==> src/rtl/bus_endpoint_fifo.sv <==
// Bus endpoint FIFO pair: a transmit FIFO loaded locally and drained by the bus,
// and a receive FIFO filled by the bus (destination-ID filtered) and drained locally.
// Both FIFOs are first-word-fall-through; all flags derive from registered counts.
module bus_endpoint_fifo #(
  parameter int         pckg_sz   = 16,
  parameter int         depth     = 8,
  parameter logic [7:0] id        = 8'h00,
  parameter logic [7:0] broadcast = 8'hFF
) (
  input  logic                       clk,
  input  logic                       reset,
  input  logic                       tx_wr,
  input  logic [pckg_sz-1:0]         tx_data,
  output logic                       tx_full,
  output logic [$clog2(depth):0]     tx_count,
  output logic                       pndng,
  output logic [pckg_sz-1:0]         D_pop,
  input  logic                       pop,
  input  logic                       push,
  input  logic [pckg_sz-1:0]         D_push,
  input  logic                       rx_rd,
  output logic [pckg_sz-1:0]         rx_data,
  output logic                       rx_empty,
  output logic [$clog2(depth):0]     rx_count,
  output logic [15:0]                rx_drop_cnt,
  output logic                       tx_ovf,
  output logic                       rx_ovf
);

  localparam int AW = $clog2(depth);
  localparam int CW = AW + 1;
  localparam logic [CW-1:0] DEPTH_C = CW'(depth);

  // Saturating increment for the filter-reject counter
  function automatic logic [15:0] sat_inc16(input logic [15:0] v);
    return (v == 16'hFFFF) ? v : v + 16'd1;
  endfunction

  // Occupancy update for a write/read pair; simultaneous ops leave it unchanged
  function automatic logic [CW-1:0] count_next(input logic [CW-1:0] c,
                                               input logic wr, input logic rd);
    logic [CW-1:0] n;
    n = c;
    if (wr && !rd) n = c + CW'(1);
    else if (!wr && rd) n = c - CW'(1);
    return n;
  endfunction

  logic [pckg_sz-1:0] tx_mem [depth];
  logic [pckg_sz-1:0] rx_mem [depth];
  logic [AW-1:0]      tx_wp, tx_rp, rx_wp, rx_rp;

  logic       tx_do_pop, tx_do_wr, tx_ovf_evt;
  logic       rx_full, rx_match, rx_acc;
  logic       rx_do_rd, rx_do_wr, rx_ovf_evt, rx_rej;
  logic [7:0] dest;

  assign pndng    = (tx_count != '0);
  assign tx_full  = (tx_count == DEPTH_C);
  assign rx_empty = (rx_count == '0);
  assign rx_full  = (rx_count == DEPTH_C);

  assign D_pop   = tx_mem[tx_rp];
  assign rx_data = rx_mem[rx_rp];

  // A full FIFO still accepts a write when its head is consumed in the same cycle
  assign tx_do_pop  = pop && pndng;
  assign tx_do_wr   = tx_wr && (!tx_full || tx_do_pop);
  assign tx_ovf_evt = tx_wr && tx_full && !tx_do_pop;

  assign dest       = D_push[pckg_sz-1 -: 8];
  assign rx_match   = (dest == id) || (dest == broadcast);
  assign rx_acc     = push && rx_match;
  assign rx_rej     = push && !rx_match;
  assign rx_do_rd   = rx_rd && !rx_empty;
  assign rx_do_wr   = rx_acc && (!rx_full || rx_do_rd);
  assign rx_ovf_evt = rx_acc && rx_full && !rx_do_rd;

  // Storage writes; data arrays carry no reset, pointers make stale words invisible
  always_ff @(posedge clk) begin
    if (tx_do_wr) tx_mem[tx_wp] <= tx_data;
    if (rx_do_wr) rx_mem[rx_wp] <= D_push;
  end

  // Transmit control: pointers, occupancy and sticky overflow
  always_ff @(posedge clk) begin
    if (reset) begin
      tx_wp    <= '0;
      tx_rp    <= '0;
      tx_count <= '0;
      tx_ovf   <= 1'b0;
    end else begin
      if (tx_do_wr)   tx_wp <= tx_wp + AW'(1);
      if (tx_do_pop)  tx_rp <= tx_rp + AW'(1);
      tx_count <= count_next(tx_count, tx_do_wr, tx_do_pop);
      if (tx_ovf_evt) tx_ovf <= 1'b1;
    end
  end

  // Receive control: pointers, occupancy, reject counter and sticky overflow
  always_ff @(posedge clk) begin
    if (reset) begin
      rx_wp       <= '0;
      rx_rp       <= '0;
      rx_count    <= '0;
      rx_drop_cnt <= '0;
      rx_ovf      <= 1'b0;
    end else begin
      if (rx_do_wr)   rx_wp <= rx_wp + AW'(1);
      if (rx_do_rd)   rx_rp <= rx_rp + AW'(1);
      rx_count <= count_next(rx_count, rx_do_wr, rx_do_rd);
      if (rx_rej)     rx_drop_cnt <= sat_inc16(rx_drop_cnt);
      if (rx_ovf_evt) rx_ovf <= 1'b1;
    end
  end

endmodule

==> config.mk <==
export PLATFORM = sky130hd
export DESIGN_NAME = bus_endpoint_fifo
export DESIGN_NICKNAME = d
export VERILOG_FILES = /design/src/rtl/bus_endpoint_fifo.sv
export SDC_FILE = /design/constraint.sdc
export NUM_CORES = 1
export LEC_CHECK = 0
export ABC_AREA = 1
export ABC_CLOCK_PERIOD_IN_PS = 2300
export CAP_MARGIN = 5
export CELL_PAD_IN_SITES_DETAIL_PLACEMENT = 0
export CELL_PAD_IN_SITES_GLOBAL_PLACEMENT = 1
export CORE_MARGIN = 2
export CORE_UTILIZATION = 42
export DETAILED_ROUTE_END_ITERATION = 10
export MAX_ROUTING_LAYER = met4
export PLACE_DENSITY = 0.87
export SETUP_SLACK_MARGIN = 0.3
export SYNTH_ARGS = -nofsm -noshare
export SYNTH_HDL_FRONTEND = slang
export SYNTH_SLANG_ARGS = --single-unit
==> constraint.sdc <==
create_clock -name clk -period 2.3 [get_ports clk]
set_input_delay 0.575 -clock clk [delete_from_list [all_inputs] [get_ports clk]]
set_output_delay 0.575 -clock clk [all_outputs]
set_load 0.1 [all_outputs]
==> results.json, run 1 <==
{
  "route.detailed.drc": 0,
  "synth_top_family_by_area": "simple AND/OR/NAND/NOR gates",
  "crit-reg2reg-launch": "tx_count[0]",
  "die-area_um2": 31060,
  "crit_arrival_ns": 2.00,
  "rsz_0062_raised_after_global_routing": "yes",
  "design_area_um2": 17030,
  "port-buffer-count": 98,
  "i_o_pins": 99,
  "syn_nets": 1149,
  "postSynthCellCount": 1098,
  "level_count_of_the_clock_h_tree": 1,
  "met1Wirelength_mm": 12.59,
  "gr_ovfl_total": 0,
  "finalHoldViolations": 0,
  "vias": 8896,
  "area_delta_synth_final_pct": 36.69,
  "critical-path-top-cell-by-count": "buf_12",
  "post_synthesis_sequential_element_count": 300,
  "worst_skew_pair.late_latency_ns": 0.55,
  "core-area_um2": 29400,
  "failing_checks": "setup timing",
  "ys_types": 29,
  "hold_path_end": "rx_mem[4][12]",
  "final.setup.worst_slack_ns": -0.2723,
  "holdWs_ns": 0.4080,
  "placement.cell_area_um2": 15240,
  "maximum_clock_path_buffer_count": 3,
  "grt_start_max_net_pins": 65,
  "finalCritPeriodShare_pct": 111.8,
  "grt_usage_pct": 18.80,
  "finalSetupViolCount": 32,
  "maxCapViolations": 0,
  "worst-path-max-fanout": 15,
  "initialDrtViolationCount": 743,
  "drt_wl_total_mm": 30.22,
  "cts.root.buffer_cell": "clkbuf_16",
  "dieHeight_um": 176.2,
  "final.setup_skew_ns": 0.01490,
  "synthMuxAreaShare_pct": 0,
  "worst_hold_startpoint": "D_push[12]",
  "via_count_of_the_first_global_routing_pass": 8553,
  "tightestPinTransition_ns": 0.3461,
  "power-per-cell-area_nw_per_um2": 1265,
  "kind_of_start_point_of_the_critical_path": "register",
  "layout.nets": 1318,
  "place.gp.congestion": 0.8008,
  "postSynthAreaPerCell_um2": 11.35,
  "netlist_area_um2": 12460,
  "grt_pass1_wl_mm": 44.71,
  "slew_viol_final": 0,
  "arithmetic_cell_share_of_the_synthesized_area_counting_full_adders_half_adders_and_majority_gates_pct": 1.426,
  "max_freq_ghz": 0.3888,
  "path_cells": "buf_12 -> buf_16 -> o21ai_0 -> o32ai_2 -> nand2_1 -> nand2_4 -> buf_12",
  "maxSlewHeadroom_pct": 76.86,
  "grt_antenna_before_repair": 1,
  "ys_warn_count": 0,
  "reg2regPathDepth": 13,
  "run_status": "finished with violations",
  "dieWidth_um": 176.2,
  "hpwl_dp_mm": 16.46,
  "detailroute.wirelength.met2_mm": 15.29,
  "leading_cell_type_in_the_layout_fill_and_taps_excluded": "edfxtp_1",
  "worst-endpoint-required_ns": 1.73,
  "fillers": 2218,
  "worst-r2r-setup-slack_ns": 0.37,
  "drive_gt1_share_pct": 29.98,
  "num_cts_buffers": 30,
  "timing.hold.worst.class": "input port to register",
  "topRoutingLayerUsed": "met4",
  "min_cycle_time_layout_ns": 2.572,
  "detailedRoute.firstPassIterationCount": 6,
  "reg_to_reg_end": "tx_count[3]",
  "max_stage_delay_ns": 0.41,
  "synth_seq_area_share_pct": 68.77,
  "crit_slowest_cell": "dfxtp_4",
  "timing_worst_setup_path_type": "register to primary output",
  "most-common-layout-cells": "edfxtp_1, nor2_1, nand2_1",
  "post_synth_xor_area_fraction_pct": 0.9841,
  "routed_wire_length_per_instance_um": 17.97,
  "synth-simple-area-share_pct": 15.57,
  "critical_path_s_top_delay_family": "buffers and inverters",
  "rows": 63,
  "detailroute.wirelength.met3_mm": 1.766,
  "start_util_pct": 42.38,
  "ir_drop_mv": 0.9369,
  "clk_pin_slew_worst_paths_ns": 0.06,
  "synth_compound_gate_area_share_pct": 9.389,
  "number_of_clock_sinks": 300,
  "final_antenna_net_count": 0,
  "detail_route.vias_per_cell": 5.289,
  "p_leak_nw": 6.142,
  "cp_num_buf_inv": 3,
  "tritoncts": "done",
  "min_path_cells": 2,
  "crit_path_end_kind": "primary output"
}
==> how the worst max path moves through the flow <==
| stage | end | slack, ns | cells past startpoint |
|---|---|---|---|
| after floorplan | tx_full | 0.1 | 2 |
| after global placement | rx_count[3] | -0.32 | 15 |
| after detailed placement | rx_count[3] | -0.39 | 16 |
| after CTS | D_pop[4] | -0.24 | 6 |
| after global routing | D_pop[8] | -0.31 | 7 |
| final | D_pop[8] | -0.27 | 7 |
==> kinds of logic after synthesis <==
group / after synthesis
AO/OA/AOI/OAI: 177
XOR/XNOR: 14
adder cells (fa/ha/maj): 13
buffers and inverters: 109
flip-flops: 300
AND/OR/NAND/NOR: 485
==> layout make-up <==
type / count / area, um2 / share of cell area, %
sequential: 300 / 8616 / 50.59
clock inverter: 16 / 102.6 / 0.6024
inverter: 58 / 242.7 / 1.425
tap: 390 / 488.0 / 2.865
multi-input combinational: 689 / 4213 / 24.74
timing repair buffer: 188 / 2444 / 14.35
clock buffer: 40 / 923.4 / 5.422
antenna: 1 / 2.502 / 0.01469
==> metrics by stage <==
stage | util [%] | setup TNS, ns | instances | power [mW] | setup WS [ns]
2_1_floorplan | - | 0 | 1098 | 12.55 | 0.09687
3_3_place_gp | 51.84 | -27.23 | 1602 | 15.37 | -0.3229
3_5_place_dp | 51.84 | -30.29 | 1602 | 15.48 | -0.3926
4_1_cts | 56.46 | -6.379 | 1668 | 20.95 | -0.2365
5_1_grt | 57.93 | -8.343 | 1682 | 22.34 | -0.3146
6_report | 57.93 | -5.920 | 1682 | 21.55 | -0.2723
==> per-layer routing <==
metal  GRT usage, %  vias to the layer above
met3          2.390                       45
met2          32.42                      327
met5              -                        -
li1               -                     4196
met1          23.50                     4328
met4          5.062                        0
==> cells in the mapped netlist (all sizes together) <==
cell type      n  area share [%]
edfxtp       256              62
nand2        198             6.2
inv           58             1.7
a21oi         32             1.6
and2           2            0.10
nand3         19            0.88
dlygate4sd1    1           0.070
dfxtp         44             7.1
o21ai         80             3.2
clkbuf        25            0.75
nor2         260             8.0
fa             2            0.32
nand4          5            0.25
o21a           1           0.060
xnor2          4            0.28
ha            11             1.1
buf           25             1.3
xor2          10            0.70
o32ai         64             4.5
nor4           1           0.050
==> repair_timing <==
| action | 4_1_cts | 5_1_grt |
|---|---|---|
| pin swaps | 20 | 30 |
| resized for setup | 45 | 69 |
| endpoints found under the setup margin | 36 | 37 |
| gates cloned | 6 | 2 |
| hold buffers | 0 | 0 |
| setup buffers | 4 | 11 |
==> worst register-to-register path, stage by stage, from the launching register on <==
cell     delay, ns
dfxtp_4       0.37
buf_6         0.12
nor2_4        0.11
nand4_1       0.09
nand2_1       0.10
inv_2         0.06
ha_4          0.17
inv_4         0.07
ha_4          0.20
a21oi_2       0.11
and2_4        0.14
xor2_1        0.15
nand2_1       0.07
a21oi_1       0.12
==> where the power goes <==
group          internal [mW]  switching, mW  total, mW
Clock                   2.83           2.06       4.89
Combinational           3.78           6.46       10.2
Sequential              6.17          0.252       6.42
==> state kept, by name (all words and copies together) (netlist names), named ones only <==
signal and count:
rx_count 4, rx_drop_cnt 16, rx_mem 128, rx_ovf 1, rx_rp 3, rx_wp 3, tx_count 4, tx_mem 128
tx_ovf 1, tx_rp 3, tx_wp 3
Power figures use the tool's default switching activity.
==> run 2: changes to the inputs <==
- CAP_MARGIN: 5 -> 15
==> results of run 2 <==
The final DEF is identical to that of run 1; final timing and power are the same.
==> run 3: changes to the inputs <==
- ABC_CLOCK_PERIOD_IN_PS: 2300 -> default
==> results of run 3 <==
The final DEF is identical to that of run 1; final timing and power are the same.
